--- config.mk ---
export PLATFORM = sky130hd
export DESIGN_NAME = ps2_rx_fifo
export DESIGN_NICKNAME = d
export VERILOG_FILES = /design/src/rtl/ps2_pkg.sv /design/src/rtl/ps2_code_fifo.sv /design/src/rtl/ps2_rx_fifo.sv
export SDC_FILE = /design/constraint.sdc
export NUM_CORES = 1
export LEC_CHECK = 0
export CORE_UTILIZATION = 54
export DETAILED_ROUTE_END_ITERATION = 6
export PLACE_DENSITY = 0.87
export RECOVER_POWER = 100
export SLEW_MARGIN = 15
export SYNTH_ARGS = -nofsm -noshare
export SYNTH_HDL_FRONTEND = slang
export SYNTH_SLANG_ARGS = --single-unit
--- constraint.sdc ---
create_clock -name clk -period 2.71 [get_ports clk]
set_input_delay 0.271 -clock clk [delete_from_list [all_inputs] [get_ports clk]]
set_output_delay 0.271 -clock clk [all_outputs]
set_load 0.1 [all_outputs]
--- src/rtl/ps2_pkg.sv ---
`default_nettype none
// +----------------------------------------------------------------------+
// | Module : ps2_pkg                                                     |
// | Desc   : Shared frame-FSM state encoding and PS/2 prefix bytes.      |
// | Rev    : 1.0                                                         |
// +----------------------------------------------------------------------+
package ps2_pkg;

    typedef enum logic [1:0] {
        ST_IDLE   = 2'd0,
        ST_DATA   = 2'd1,
        ST_PARITY = 2'd2,
        ST_STOP   = 2'd3
    } ps2_state_t;

    localparam logic [7:0] PS2_PFX_EXT = 8'hE0;
    localparam logic [7:0] PS2_PFX_BRK = 8'hF0;

    // PS/2 frames carry odd parity over data plus parity bit.
    function automatic logic ps2_odd_parity_ok(input logic [7:0] data, input logic par);
        return ^{data, par};
    endfunction

endpackage
`default_nettype wire

--- src/rtl/ps2_code_fifo.sv ---
`default_nettype none
// +----------------------------------------------------------------------+
// | Module : ps2_code_fifo                                               |
// | Desc   : Power-of-two FIFO with occupancy count; push+pop at full ok.|
// | Rev    : 1.0                                                         |
// +----------------------------------------------------------------------+
module ps2_code_fifo #(
    parameter int WIDTH = 10,
    parameter int DEPTH = 8
) (
    input  logic                     clk,
    input  logic                     rst,
    input  logic                     wr_en,
    input  logic [WIDTH-1:0]         wr_data,
    input  logic                     rd_en,
    output logic [WIDTH-1:0]         rd_data,
    output logic [$clog2(DEPTH):0]   count,
    output logic                     full,
    output logic                     empty
);
    localparam int AW = $clog2(DEPTH);
    localparam logic [AW:0] c_FULL = (AW+1)'(DEPTH);

    logic [WIDTH-1:0] r_mem [DEPTH];
    logic [AW-1:0]    r_wr_ptr;
    logic [AW-1:0]    r_rd_ptr;
    logic [AW:0]      r_count;
    logic             w_do_rd;
    logic             w_do_wr;

    assign empty   = (r_count == '0);
    assign full    = (r_count == c_FULL);
    assign count   = r_count;
    assign w_do_rd = rd_en & ~empty;
    // A write into a full FIFO is accepted only when a read frees the slot this cycle.
    assign w_do_wr = wr_en & (~full | w_do_rd);
    assign rd_data = empty ? '0 : r_mem[r_rd_ptr];

    always_ff @(posedge clk) begin
        if (w_do_wr)
            r_mem[r_wr_ptr] <= wr_data;
    end

    always_ff @(posedge clk or posedge rst) begin
        if (rst) begin
            r_wr_ptr <= '0;
            r_rd_ptr <= '0;
            r_count  <= '0;
        end else begin
            if (w_do_wr)
                r_wr_ptr <= r_wr_ptr + 1'b1;
            if (w_do_rd)
                r_rd_ptr <= r_rd_ptr + 1'b1;
            if (w_do_wr && !w_do_rd)
                r_count <= r_count + 1'b1;
            else if (w_do_rd && !w_do_wr)
                r_count <= r_count - 1'b1;
        end
    end

endmodule
`default_nettype wire

--- src/rtl/ps2_rx_fifo.sv ---
`default_nettype none
// +----------------------------------------------------------------------+
// | Module : ps2_rx_fifo                                                 |
// | Desc   : PS/2 receiver: sync, clock filter, frame FSM, prefix decode |
// |          and code FIFO. Define PS2_PARITY_CHECK_EN to reject frames  |
// |          with bad odd parity.                                        |
// | Rev    : 1.0                                                         |
// +----------------------------------------------------------------------+
module ps2_rx_fifo
    import ps2_pkg::*;
#(
    parameter int FILT_LEN    = 4,
    parameter int DEPTH       = 8,
    parameter int TIMEOUT_CYC = 50000
) (
    input  logic                     clk,
    input  logic                     rst,
    input  logic                     ps2_clk,
    input  logic                     ps2_data,
    output logic [9:0]               code_out,
    output logic                     code_valid,
    input  logic                     code_ready,
    output logic [$clog2(DEPTH):0]   fifo_count,
    output logic                     frame_err,
    output logic                     overflow
);
    localparam int             TO_W        = $clog2(TIMEOUT_CYC + 1);
    localparam logic [TO_W-1:0] c_TO_LAST  = TO_W'(TIMEOUT_CYC - 1);
    localparam logic [3:0]     c_FILT_LAST = 4'(FILT_LEN - 1);

    logic            r_clk_s1, r_clk_s2, r_dat_s1, r_dat_s2;
    logic            r_filt, r_filt_d;
    logic [3:0]      r_filt_cnt;
    logic            w_fall;

    ps2_state_t      r_state;
    logic [2:0]      r_bit_cnt;
    logic [7:0]      r_shift;
    logic [TO_W-1:0] r_to_cnt;
    logic            r_good;
    logic [7:0]      r_byte;
    logic            r_expand, r_brk;
    logic            r_frame_err, r_overflow;
    logic            w_par_ok;

    logic            w_push, w_pop, w_full, w_empty;

    always_ff @(posedge clk or posedge rst) begin
        if (rst) begin
            r_clk_s1   <= 1'b1;
            r_clk_s2   <= 1'b1;
            r_dat_s1   <= 1'b1;
            r_dat_s2   <= 1'b1;
            r_filt     <= 1'b1;
            r_filt_d   <= 1'b1;
            r_filt_cnt <= '0;
        end else begin
            r_clk_s1 <= ps2_clk;
            r_clk_s2 <= r_clk_s1;
            r_dat_s1 <= ps2_data;
            r_dat_s2 <= r_dat_s1;
            r_filt_d <= r_filt;
            if (r_clk_s2 == r_filt) begin
                r_filt_cnt <= '0;
            end else if (r_filt_cnt == c_FILT_LAST) begin
                r_filt     <= r_clk_s2;
                r_filt_cnt <= '0;
            end else begin
                r_filt_cnt <= r_filt_cnt + 1'b1;
            end
        end
    end

    assign w_fall = r_filt_d & ~r_filt;

`ifdef PS2_PARITY_CHECK_EN
    logic r_par;
    always_ff @(posedge clk or posedge rst) begin
        if (rst)
            r_par <= 1'b0;
        else if (w_fall && r_state == ST_PARITY)
            r_par <= r_dat_s2;
    end
    assign w_par_ok = ps2_odd_parity_ok(r_shift, r_par);
`else
    assign w_par_ok = 1'b1;
`endif

    always_ff @(posedge clk or posedge rst) begin
        if (rst) begin
            r_state     <= ST_IDLE;
            r_bit_cnt   <= '0;
            r_shift     <= '0;
            r_to_cnt    <= '0;
            r_good      <= 1'b0;
            r_byte      <= '0;
            r_expand    <= 1'b0;
            r_brk       <= 1'b0;
            r_frame_err <= 1'b0;
        end else begin
            r_good      <= 1'b0;
            r_frame_err <= 1'b0;

            // Prefix bytes only arm flags; any other good byte consumes them.
            if (r_good) begin
                if (r_byte == PS2_PFX_EXT) begin
                    r_expand <= 1'b1;
                end else if (r_byte == PS2_PFX_BRK) begin
                    r_brk <= 1'b1;
                end else begin
                    r_expand <= 1'b0;
                    r_brk    <= 1'b0;
                end
            end

            if (r_state == ST_IDLE) begin
                r_to_cnt <= '0;
                if (w_fall && !r_dat_s2) begin
                    r_state   <= ST_DATA;
                    r_bit_cnt <= '0;
                end
            end else if (w_fall) begin
                r_to_cnt <= '0;
                case (r_state)
                    ST_DATA: begin
                        r_shift   <= {r_dat_s2, r_shift[7:1]};
                        r_bit_cnt <= r_bit_cnt + 1'b1;
                        if (r_bit_cnt == 3'd7)
                            r_state <= ST_PARITY;
                    end
                    ST_PARITY: r_state <= ST_STOP;
                    default: begin
                        r_state <= ST_IDLE;
                        if (r_dat_s2 && w_par_ok) begin
                            r_good <= 1'b1;
                            r_byte <= r_shift;
                        end else begin
                            r_frame_err <= 1'b1;
                            r_expand    <= 1'b0;
                            r_brk       <= 1'b0;
                        end
                    end
                endcase
            end else if (r_to_cnt == c_TO_LAST) begin
                r_state     <= ST_IDLE;
                r_to_cnt    <= '0;
                r_frame_err <= 1'b1;
                r_expand    <= 1'b0;
                r_brk       <= 1'b0;
            end else begin
                r_to_cnt <= r_to_cnt + 1'b1;
            end
        end
    end

    assign w_push = r_good && (r_byte != PS2_PFX_EXT) && (r_byte != PS2_PFX_BRK);
    assign w_pop  = ~w_empty & code_ready;

    always_ff @(posedge clk or posedge rst) begin
        if (rst)
            r_overflow <= 1'b0;
        else
            r_overflow <= w_push & w_full & ~w_pop;
    end

    ps2_code_fifo #(
        .WIDTH (10),
        .DEPTH (DEPTH)
    ) u_fifo (
        .clk     (clk),
        .rst     (rst),
        .wr_en   (w_push),
        .wr_data ({r_expand, r_brk, r_byte}),
        .rd_en   (code_ready),
        .rd_data (code_out),
        .count   (fifo_count),
        .full    (w_full),
        .empty   (w_empty)
    );

    assign code_valid = ~w_empty;
    assign frame_err  = r_frame_err;
    assign overflow   = r_overflow;

endmodule
`default_nettype wire

==> results by group <==
Run status
  – Status: finished with violations
  – Violated checks: setup timing

Synth
  – Area share of the largest cell type after synthesis: 0.406
  – Synthesized flop and latch total: approximately 140
  – Dominant synthesized flop cell: edfxtp_1
  – Area share of fa/ha/maj cells after synthesis: 0.0309
  – Share of synthesized registers carrying an async set or reset: 0.437
  – Combinational family with the most area after synthesis: multiplexers
  – Share of the yosys chip area belonging to registers: 0.669
  – Number of synthesized flops with an enable pin: 80
  – Distinct cell type count of the synthesized netlist: 45
  – Fraction of synthesized area in multiplexers: 0.134
  – Area contributors post-synth: edfxtp_1, dfrtp_1, mux4_2
  – Synth Net Count: 399
  – Count of warnings emitted by yosys: 0
  – Compound-gate portion of the synthesized area: 0.0262
  – Mapped Avg Cell Area: 15.6 um^2
  – Xor-xnor portion of the synthesized cell area: 0.0326
  – Synthesized netlist cell count: 380
  – Synth area leader: edfxtp_1
  – Netlist area before placement: 5920 um^2
  – Basic-gate share of the synthesized area counting and, or, nand and nor cells: 0.0947

Setup path
  – Startpoint of the worst-slack reg-to-reg timing path: u_fifo.count[2]
  – WP data arrival: 3.17 ns
  – Crit Path Max Fanout: 3
  – Endpoint of the most critical register-to-register path: u_fifo.count[3]
  – CP Launch Point: u_fifo.count[2]
  – Kind of start point of the critical path: register
  – CP endpoint kind: register
  – WP data required: between 3 and 4 ns
  – Flop-to-flop setup slack: -0.05 ns
  – Reg2reg path depth: 10
  – Class of the most critical setup path: register to register

CTS
  – Clock latency at the later pin of the worst-skew pair: ~0.53 ns
  – TritonCTS clock tree: built
  – Clock-pin slew reported for the worst setup and hold paths after clock tree synthesis: 0.06 ns
  – Quantity of hold-fixing buffers added after cts: 0
  – Root Driver: clkbuf_8
  – Depth of the CTS H-tree: 4
  – CTS Buf Count: 17
  – Clock Tree Buf Depth: 2
  – Number of sinks handled by clock tree synthesis: 142

Cells and area
  – Filler Cells Inserted: a little under 700
  – Number of antenna cells inserted: 0
  – Synth-to-layout area growth: 21.8%
  – Post-route cell area: 7210 um^2
  – Fraction of the core area covered by cells at the end of the flow: 0.689
  – Nets: 455
  – Layout cell share with drive strength beyond 1: 0.310

GRT
  – Wire length of the first global-routing pass: 18600 um
  – Combined global-route utilization of all metal layers: 0.226
  – Maximum number of pins on one net before global-route repair: 33
  – GRT Residual Overflow: 0
  – Number of global-route vias before repair: 3562
  – Initial antenna violation count: 0

Routing
  – Number of vias per cell: 5.81
  – Average wire per cell in the routed design: 19.8 um
  – Remaining antenna violation count after routing: 0
  – First DRT Iteration DRCs: 205
  – Total number of vias: 3401
  – DRC: 0
  – Router iterations before antenna repair: 6
  – Total wire length: 11600 um

Floorplanning
  – Horizontal die dimension: ~110 um
  – Cell Rows: 37
  – Height of the chip: around 110 um
  – I/O pin cnt: 22
  – Starting density of the core: 0.566
  – Die Area: 11400 um^2
  – Area of the core region: 10500 um^2

Pwr
  – Peak supply drop: roughly 1200 uV
  – Static leakage: 2.72 nW
  – Power density over the cells: roughly 1300 nW/um^2

Timing
  – Worst clock skew on the final layout: 0.00772 ns
  – Relative max-transition margin: 0.227
  – Crit share post-route: 1.02
  – Crit path time final: 2.76 ns
  – Final number of setup-violating endpoints: 1
  – RSZ-0062 raised after global routing: true
  – Crit path setup slack, layout: -0.0478 ns
  – Final Hold Vio Count: 0
  – Final Max Tran Viols: 0
  – Maximum clock rate: ~360 MHz
  – Slew at the pin with the worst max-slew slack: 1.16 ns

Placed design
  – Post-DP HPWL: 7120 um
  – Total of buffers placed on input and output ports: 21
  – Gp weighted congestion: 0.827
  – Area of placed instances: 6650 um^2

Hold path
  – Worst min-delay path class: input pin to register
  – Beginning of the worst hold path: ps2_data
  – Number of cells on the worst hold path: 1
  – End point of the most critical hold path: r_dat_s1

Flow run
  – Number of max-cap violations: 0
[final cells by class]
type / instances / area [um^2] / area share
Sequential cell: 142 / 3970 / 0.550
Multi-Input combinational cell: 219 / 1990 / 0.277
Timing Repair Buffer: 48 / 452 / 0.0627
Clock buffer: 17 / 414 / 0.0575
Clock inverter: 15 / 175 / 0.0243
Tap cell: 136 / 170 / 0.0236
Inverter: 8 / 36.3 / 0.00504
[placed cells by master (no fill, tap or decap), types with 3 or more instances in the layout]
master         instances
nor2_1                29
xnor2_1               18
mux2_2                20
nand2_1               12
clkinvlp_4             4
xor2_1                 4
mux2i_1                9
buf_4                 20
mux4_2                20
nand2b_1               5
clkbuf_16             16
dfrtp_1               53
nor4_1                 5
buf_12                10
inv_1                  6
o21ai_0                5
ha_4                   3
dfrtp_2                3
nor2_2                10
ha_1                  10
nor2b_1                5
nor3_1                10
dlygate4sd3_1          3
nand4_1                6
nand3_1               10
edfxtp_1              80
clkbuf_1              12
dfstp_2                5
a31oi_1                3
inv_6                  6
a21oi_1                6
[cell usage after synthesis (2+ instances only)]
library cell	number
edfxtp_1	80
dfrtp_1	56
nor2_1	40
mux2_2	20
mux4_2	20
xnor2_1	18
ha_1	13
nand2_1	13
mux2i_1	10
nand3_1	10
nor3_1	10
clkbuf_1	8
inv_1	8
a21oi_1	6
dfstp_2	6
nand4_1	6
nand2b_1	5
nor2b_1	5
nor4_1	5
o21ai_0	5
xor2_1	4
a31oi_1	3
buf_2	3
a2bb2oi_1	2
nand3b_1	2
nor3b_1	2
nor4bb_1	2
[how the worst max path moves through the flow]
stage,slack (ns),to,cells after the start
finish,-0.05,u_fifo.count[3],10
global route,-0.12,u_fifo.count[3],10
CTS,-0.03,u_fifo.count[3],10
detailed placement,-0.06,u_fifo.count[3],10
global placement,0.004,u_fifo.count[3],10
floorplan,-0.66,u_fifo.count[3],11
[power breakdown]
group	internal [mW]	total, mW	switching, mW	leakage, nW
Clock	1.34	2.29	0.945	0.281
Sequential	2.63	2.91	0.282	1.53
Combinational	1.54	4.01	2.47	0.903
Total	5.51	9.21	3.70	2.72
[registers in the layout, summed over array words and instances (netlist names), 2 cells and up]
signal / flops
u_fifo.r_wr_ptr: 3
r_filt_cnt: 4
r_shift: 8
r_to_cnt: 16
r_state: 2
r_bit_cnt: 3
u_fifo.r_rd_ptr: 3
u_fifo.count: 4
u_fifo.r_mem: 80
r_byte: 8
[worst max-delay path: stages, from the launching register on]
cell and delay, ns:
dfrtp_2 0.40, or3_4 0.39, or3b_4 0.39, and2_4 0.17
ha_4 0.16, inv_4 0.06, ha_4 0.19, a21o_4 0.21
a2111oi_4 0.28, a31oi_1 0.07, a221o_1 0.31
[logic make-up (layout without fill, tap and decap cells)]
| logic type | Yosys count | after routing |
|---|---|---|
| AOI/OAI and AO/OA | 23 | 23 |
| and+or+nand+nor | 109 | 109 |
| muxes | 51 | 51 |
| adders and majority gates | 14 | 14 |
| buffers and inverters | 19 | 88 |
| DFF | 142 | 142 |
| xor gates and xnor gates | 22 | 22 |
[stage by stage]
step	setup TNS (ns)	power [mW]	hold slack, ns	setup WS (ns)	std cells
floorplan	-1.10	5.75	0.275	-0.662	380
global placement	0	6.84	0.346	0.00445	550
detailed placement	-0.0581	6.96	0.348	-0.0581	550
CTS	-0.0301	9.28	0.142	-0.0301	585
global route	-0.125	9.58	0.277	-0.125	585
finish	-0.0478	9.21	0.289	-0.0478	585
[timing repair]
action / CTS / global route
resized for setup: 0 / 2
setup endpoints to repair: 1 / 3
setup buffers: 3 / 0
pin swaps: 2 / 1
[metal layers]
layer	share of wire	global-route usage
met1	0.40	0.256
met2	0.53	0.397
met3	0.045	0.0644
met4	0.021	0.0969
met5	0	0
No activity file was read; power rests on OpenSTA's default activity.
